File: src/rtl/disp_pkg.sv
// ============================================================================
// disp_pkg : shared constants for the eight-digit hex display multiplexer
// Rev 1.0  : initial release
// ============================================================================
`default_nettype none

package disp_pkg;

  localparam int c_num_digits = 8;
  localparam logic [7:0] c_blank = 8'hFF;

  // Active-low g..a patterns, entry 15 first down to entry 0.
  localparam logic [15:0][6:0] c_seg_pat = {
    7'h0E, 7'h06, 7'h21, 7'h46, 7'h03, 7'h08, 7'h10, 7'h00,
    7'h78, 7'h02, 7'h12, 7'h19, 7'h30, 7'h24, 7'h79, 7'h40
  };

endpackage

`default_nettype wire

File: src/rtl/hex_to_sseg.sv
// ============================================================================
// hex_to_sseg : nibble to active-low seven-segment pattern (g..a)
// Rev 1.0     : initial release
// ============================================================================
`default_nettype none

module hex_to_sseg
  import disp_pkg::*;
(
  input  logic [3:0] i_nibble,
  output logic [6:0] o_seg
);

  assign o_seg = c_seg_pat[i_nibble];

endmodule

`default_nettype wire

File: src/rtl/disp_mux_hex.sv
// ============================================================================
// disp_mux_hex : time-multiplexed 8-digit hex display, frame-synchronous update
// Rev 1.0      : initial release
// ============================================================================
`default_nettype none

module disp_mux_hex
  import disp_pkg::*;
#(
  parameter int unsigned DIV = 100_000
) (
  input  logic        clk,
  input  logic        reset_n,
  input  logic        wr,
  input  logic [31:0] hex_in,
  input  logic [7:0]  dp_in,
  input  logic [7:0]  blank_in,
  input  logic        lz_en,
  output logic [7:0]  an,
  output logic [7:0]  sseg,
  output logic        frame_tick,
  output logic        upd_pending
);

  localparam int unsigned c_cnt_w = $clog2(DIV);
  localparam int unsigned c_idx_w = $clog2(c_num_digits);
  localparam logic [c_cnt_w-1:0] c_cnt_max = c_cnt_w'(DIV - 1);
  localparam logic [c_idx_w-1:0] c_idx_max = c_idx_w'(c_num_digits - 1);

  logic [c_cnt_w-1:0] r_cnt;
  logic [c_idx_w-1:0] r_idx;
  logic [31:0]        r_hex_sh, r_hex_act;
  logic [7:0]         r_dp_sh, r_dp_act;
  logic [7:0]         r_blank_sh, r_blank_act;
  logic               r_pend;
  logic [7:0]         r_an, r_sseg;
  logic               r_tick;

  logic               w_step, w_frame;
  logic [c_idx_w-1:0] w_idx_nxt;
  logic [31:0]        w_hex_act_nxt;
  logic [7:0]         w_dp_act_nxt, w_blank_act_nxt;
  logic [7:0]         w_lz_mask;
  logic [3:0]         w_nib;
  logic [6:0]         w_seg;
  logic               w_dark;

  assign w_step    = (r_cnt == c_cnt_max);
  assign w_frame   = w_step && (r_idx == c_idx_max);
  assign w_idx_nxt = w_step ? r_idx + 1'b1 : r_idx;

  // A write landing on the boundary bypasses the shadow and takes effect now.
  always_comb begin
    w_hex_act_nxt   = r_hex_act;
    w_dp_act_nxt    = r_dp_act;
    w_blank_act_nxt = r_blank_act;
    if (w_frame) begin
      if (wr) begin
        w_hex_act_nxt   = hex_in;
        w_dp_act_nxt    = dp_in;
        w_blank_act_nxt = blank_in;
      end else if (r_pend) begin
        w_hex_act_nxt   = r_hex_sh;
        w_dp_act_nxt    = r_dp_sh;
        w_blank_act_nxt = r_blank_sh;
      end
    end
  end

  // Digit k is a leading zero when it and every digit above it are zero.
  always_comb begin
    w_lz_mask = '0;
    for (int k = 1; k < c_num_digits; k++)
      w_lz_mask[k] = lz_en && ((w_hex_act_nxt >> (4 * k)) == 32'd0);
  end

  assign w_nib  = w_hex_act_nxt[{w_idx_nxt, 2'b00} +: 4];
  assign w_dark = w_blank_act_nxt[w_idx_nxt] | w_lz_mask[w_idx_nxt];

  hex_to_sseg u_hex_to_sseg (
    .i_nibble (w_nib),
    .o_seg    (w_seg)
  );

  always_ff @(posedge clk or negedge reset_n) begin
    if (!reset_n) begin
      r_cnt       <= '0;
      r_idx       <= '0;
      r_hex_sh    <= '0;
      r_dp_sh     <= '0;
      r_blank_sh  <= c_blank;
      r_hex_act   <= '0;
      r_dp_act    <= '0;
      r_blank_act <= c_blank;
      r_pend      <= 1'b0;
      r_an        <= 8'hFF;
      r_sseg      <= c_blank;
      r_tick      <= 1'b0;
    end else begin
      r_cnt       <= w_step ? '0 : r_cnt + 1'b1;
      r_idx       <= w_idx_nxt;
      r_hex_act   <= w_hex_act_nxt;
      r_dp_act    <= w_dp_act_nxt;
      r_blank_act <= w_blank_act_nxt;
      if (wr) begin
        r_hex_sh   <= hex_in;
        r_dp_sh    <= dp_in;
        r_blank_sh <= blank_in;
      end
      if (w_frame)
        r_pend <= 1'b0;
      else if (wr)
        r_pend <= 1'b1;
      r_an   <= ~(8'd1 << w_idx_nxt);
      r_sseg <= w_dark ? c_blank : {~w_dp_act_nxt[w_idx_nxt], w_seg};
      r_tick <= w_frame;
    end
  end

  assign an          = r_an;
  assign sseg        = r_sseg;
  assign frame_tick  = r_tick;
  assign upd_pending = r_pend;

endmodule

`default_nettype wire

File: config.mk
export PLATFORM = sky130hd
export DESIGN_NAME = disp_mux_hex
export DESIGN_NICKNAME = d
export VERILOG_FILES = /design/src/rtl/disp_pkg.sv /design/src/rtl/hex_to_sseg.sv /design/src/rtl/disp_mux_hex.sv
export SDC_FILE = /design/constraint.sdc
export NUM_CORES = 1
export LEC_CHECK = 0
export BUFFER_PORTS_ARGS = -buffer_cell sky130_fd_sc_hd__buf_2
export CAP_MARGIN = 40
export CORE_MARGIN = 4
export CORE_UTILIZATION = 60
export CTS_BUF_LIST = sky130_fd_sc_hd__clkbuf_4 sky130_fd_sc_hd__clkbuf_8
export DETAILED_ROUTE_END_ITERATION = 6
export PLACE_DENSITY = 0.88
export SLEW_MARGIN = 20
export SYNTH_ARGS = -nofsm -noshare
export SYNTH_HDL_FRONTEND = slang
export SYNTH_SLANG_ARGS = --single-unit
File: constraint.sdc
create_clock -name clk -period 4.9 [get_ports clk]
set_input_delay 0.735 -clock clk [delete_from_list [all_inputs] [get_ports clk]]
set_output_delay 0.735 -clock clk [all_outputs]
set_load 0.05 [all_outputs]
==> metrics.cfg <==
[outcome]
run_status = completed

[layout]
final_cells = 779
reg_top3 = r_hex_act (32), r_hex_sh (32), r_cnt (17)
antenna_cells = 0
post-route-cell-area_um2 = 7460
syn2layout_area_growth_pct = 13.1
fin_util_pct = 69.1
nets = 686
drive_gt1_share_pct = 35.1

[die]
die_y_um = 113
dieArea_um2 = 12700
ioPinCount = 70
row_count = 38
dieWidth_um = 113
core_um2 = 10800
start_util_pct = 61.1

[critical_path]
worstSetupStartpointType = flip-flop
crit_chain = ha_1, and4_1, nand4_2, mux2i_4, inv_2, mux2i_1, o311ai_1, inv_1, ha_1, or3_1, o211ai_1, o311ai_1
cp.required_ps = 5250
crit_slowest_cell = o311ai_1
max_stage_delay_ps = 630
endpoint_kind = flip-flop
worstSetupPathType = reg2reg
arrival_ps = 4570
critPathMaxFanout = 18

[logic_synthesis]
synth_edf_count = 0
yosysWarnings = 0
synthCells = 562
syn-num-nets = 622
synth_area_um2 = 6600
ys_seq_area_share_pct = 51.4
syn_avg_cell_area_um2 = 11.7
ys_ff_latch = 134
synthArstFlopShare_pct = 100
synthFlopType = dfrtp_1
yosysUniqueCellTypes = 80

[routing]
drt_iter0_drc = 469
wl_per_cell_um = 19.5
viasPerCell = 6.24
vias = 4858
drtPass1Iterations = 6
ant_nets = 0
wl_um = 15200
drcViolationCount = 0

[clock_tree]
cts.reportedPaths.clkPinSlew_ps = 70
cts_max_path_buffers = 2
cts_root_buf = clkbuf_8
cts_tree = done
htree_levels = 4
cts_setup_buffers = 0
clk_latency_ps = 450
cts_buffers = 17
cts_resized = 0
cts_sinks = 134
cts_hold_buffers = 0

[power]
p_leak_nw = 3.34
ir_drop_v = 0.000237
p_total_mw = 2.36
pwr_density_cell_nw_per_um2 = 316

[timing]
slew_violations = 0
rsz0062_at_grt = false
max_slew_margin_pct = 50.2
finalSetupTns_ps = 0
hold_violations = 0
worst_clock_skew_ps = 12.9
fmax_mhz = 237
tightest_slew_ps = 736
period_needed_ps = 4230
final-setup-viol-count = 0
finalCritPeriodShare_pct = 86.3

[placement]
dp_hpwl_um = 10700
dpl_cell_area_um2 = 6990
gp_congestion = 0.901
dp.cells = 747
place.port_buffers = 69

[grt]
grt_util_met1_pct = 32.7
top_usage_layer = met2
grt_use_met3_pct = 6.74
grt_use_met2_pct = 40.0
grt_max_degree = 48
overflow = 0
grt_antenna_before_repair = 0
gr-usage-all-layers_pct = 25.2
first_global_vias = 5052
grt_pass1_wl_um = 25500

[min_path]
hold_class = in2async

[run]
drv_cap = 0

-- worst max-delay path, delay by kind of cell, from the launching register on --
kind                     cells  cell delay [ps]
multiplexers                 2              790
adder cells (fa/ha/maj)      2              540
buffers and inverters        2              410
AND/OR/NAND/NOR              3             1050
flip-flops                   1              420
AO/OA/AOI/OAI                3              900
-- final cells by class --
| type | count | area (um2) |
|---|---|---|
| clock buffer | 22 | 303 |
| clock inverter | 10 | 166 |
| fill | 731 | 3330 |
| inverter | 25 | 96.3 |
| multi-input combinational | 370 | 2910 |
| sequential | 134 | 3390 |
| tap | 140 | 175 |
| timing repair buffer | 78 | 415 |
-- final timing paths --
kind                            depth (start not counted)  slack [ps]             to          from
min in group clk                                        2         480   r_hex_act[3]  r_hex_act[3]
worst max register to register                         12         670        sseg[4]      r_cnt[0]
worst min register to register                          2         480   r_hex_act[3]  r_hex_act[3]
worst max-delay path                                   12         670        sseg[4]      r_cnt[0]
max in group asynchronous                               2        3600  r_blank_sh[5]       reset_n
worst min-delay path                                    1         290      r_cnt[14]       reset_n
-- routing by layer --
| metal | vias to the layer above | wire length, um |
|---|---|---|
| li1 | 2180 | - |
| met1 | 2425 | 6350 |
| met2 | 216 | 7450 |
| met3 | 37 | 982 |
| met4 | 0 | 420 |
| met5 | - | 0 |
-- power breakdown --
group / total, mW / internal [mW] / switching (mW)
logic: 0.136 / 0.0590 / 0.0766
registers: 1.17 / 1.15 / 0.0167
clock network: 1.06 / 0.625 / 0.430
-- cell usage in the layout, fill, tap and decap left out, types with 4 or more instances in the layout --
cell	n
nor4b_1	4
or3_1	4
bufinv_16	4
xor2_1	7
inv_1	22
a21oi_1	15
a221o_1	7
xnor2_1	7
and3_1	6
buf_2	68
a32o_1	7
nor4_1	5
nor2_1	26
nor3_1	4
dfstp_2	32
o21ai_0	16
nand3_1	17
ha_1	8
and2_1	12
nand4_1	6
nand2_1	49
mux2i_1	23
mux2_2	53
dfrtp_1	102
and4_1	5
o211ai_1	6
o22ai_1	4
o21ai_1	4
clkbuf_8	22
buf_4	10
a211oi_1	4
-- cell families after synthesis --
family          Yosys count  synth area share, %
fa+ha+maj                 8                 1.52
buf+inv                  58                 4.44
mux                      82                 14.1
xor+xnor                 15                 2.11
flops                   134                 51.4
compound gates           99                 11.5
simple gates            166                 14.8
-- through the flow --
stage          setup slack [ps]  hold WS [ps]
3_5_place_dp                829           460
5_1_grt                     352           317
6_report                    672           290
3_3_place_gp                981           453
4_1_cts                     712           293
2_1_floorplan              1460           439
-- synth_stat cells, drive strengths merged, types with 4 or more instances --
library cell | n | share of area (%)
a32o | 7 | 1.1
and4 | 7 | 1.0
and3 | 6 | 0.57
dfrtp | 102 | 39
dfstp | 32 | 13
nor4b | 5 | 0.89
xor2 | 7 | 0.93
nand4 | 7 | 0.76
and2 | 12 | 1.1
mux2 | 56 | 9.6
or3 | 4 | 0.38
o22ai | 5 | 0.57
buf | 18 | 2.1
nor3 | 7 | 0.85
inv | 25 | 1.5
xnor2 | 8 | 1.2
clkbuf | 15 | 0.85
a211oi | 6 | 0.83
mux2i | 25 | 4.2
nor2 | 27 | 1.7
ha | 8 | 1.5
nand3 | 18 | 1.4
o21ai | 20 | 1.5
nor4 | 8 | 1.2
a21oi | 15 | 1.1
a221o | 7 | 1.1
nand2 | 50 | 3.0
o211ai | 6 | 0.68
Power figures use the tool's default switching activity.
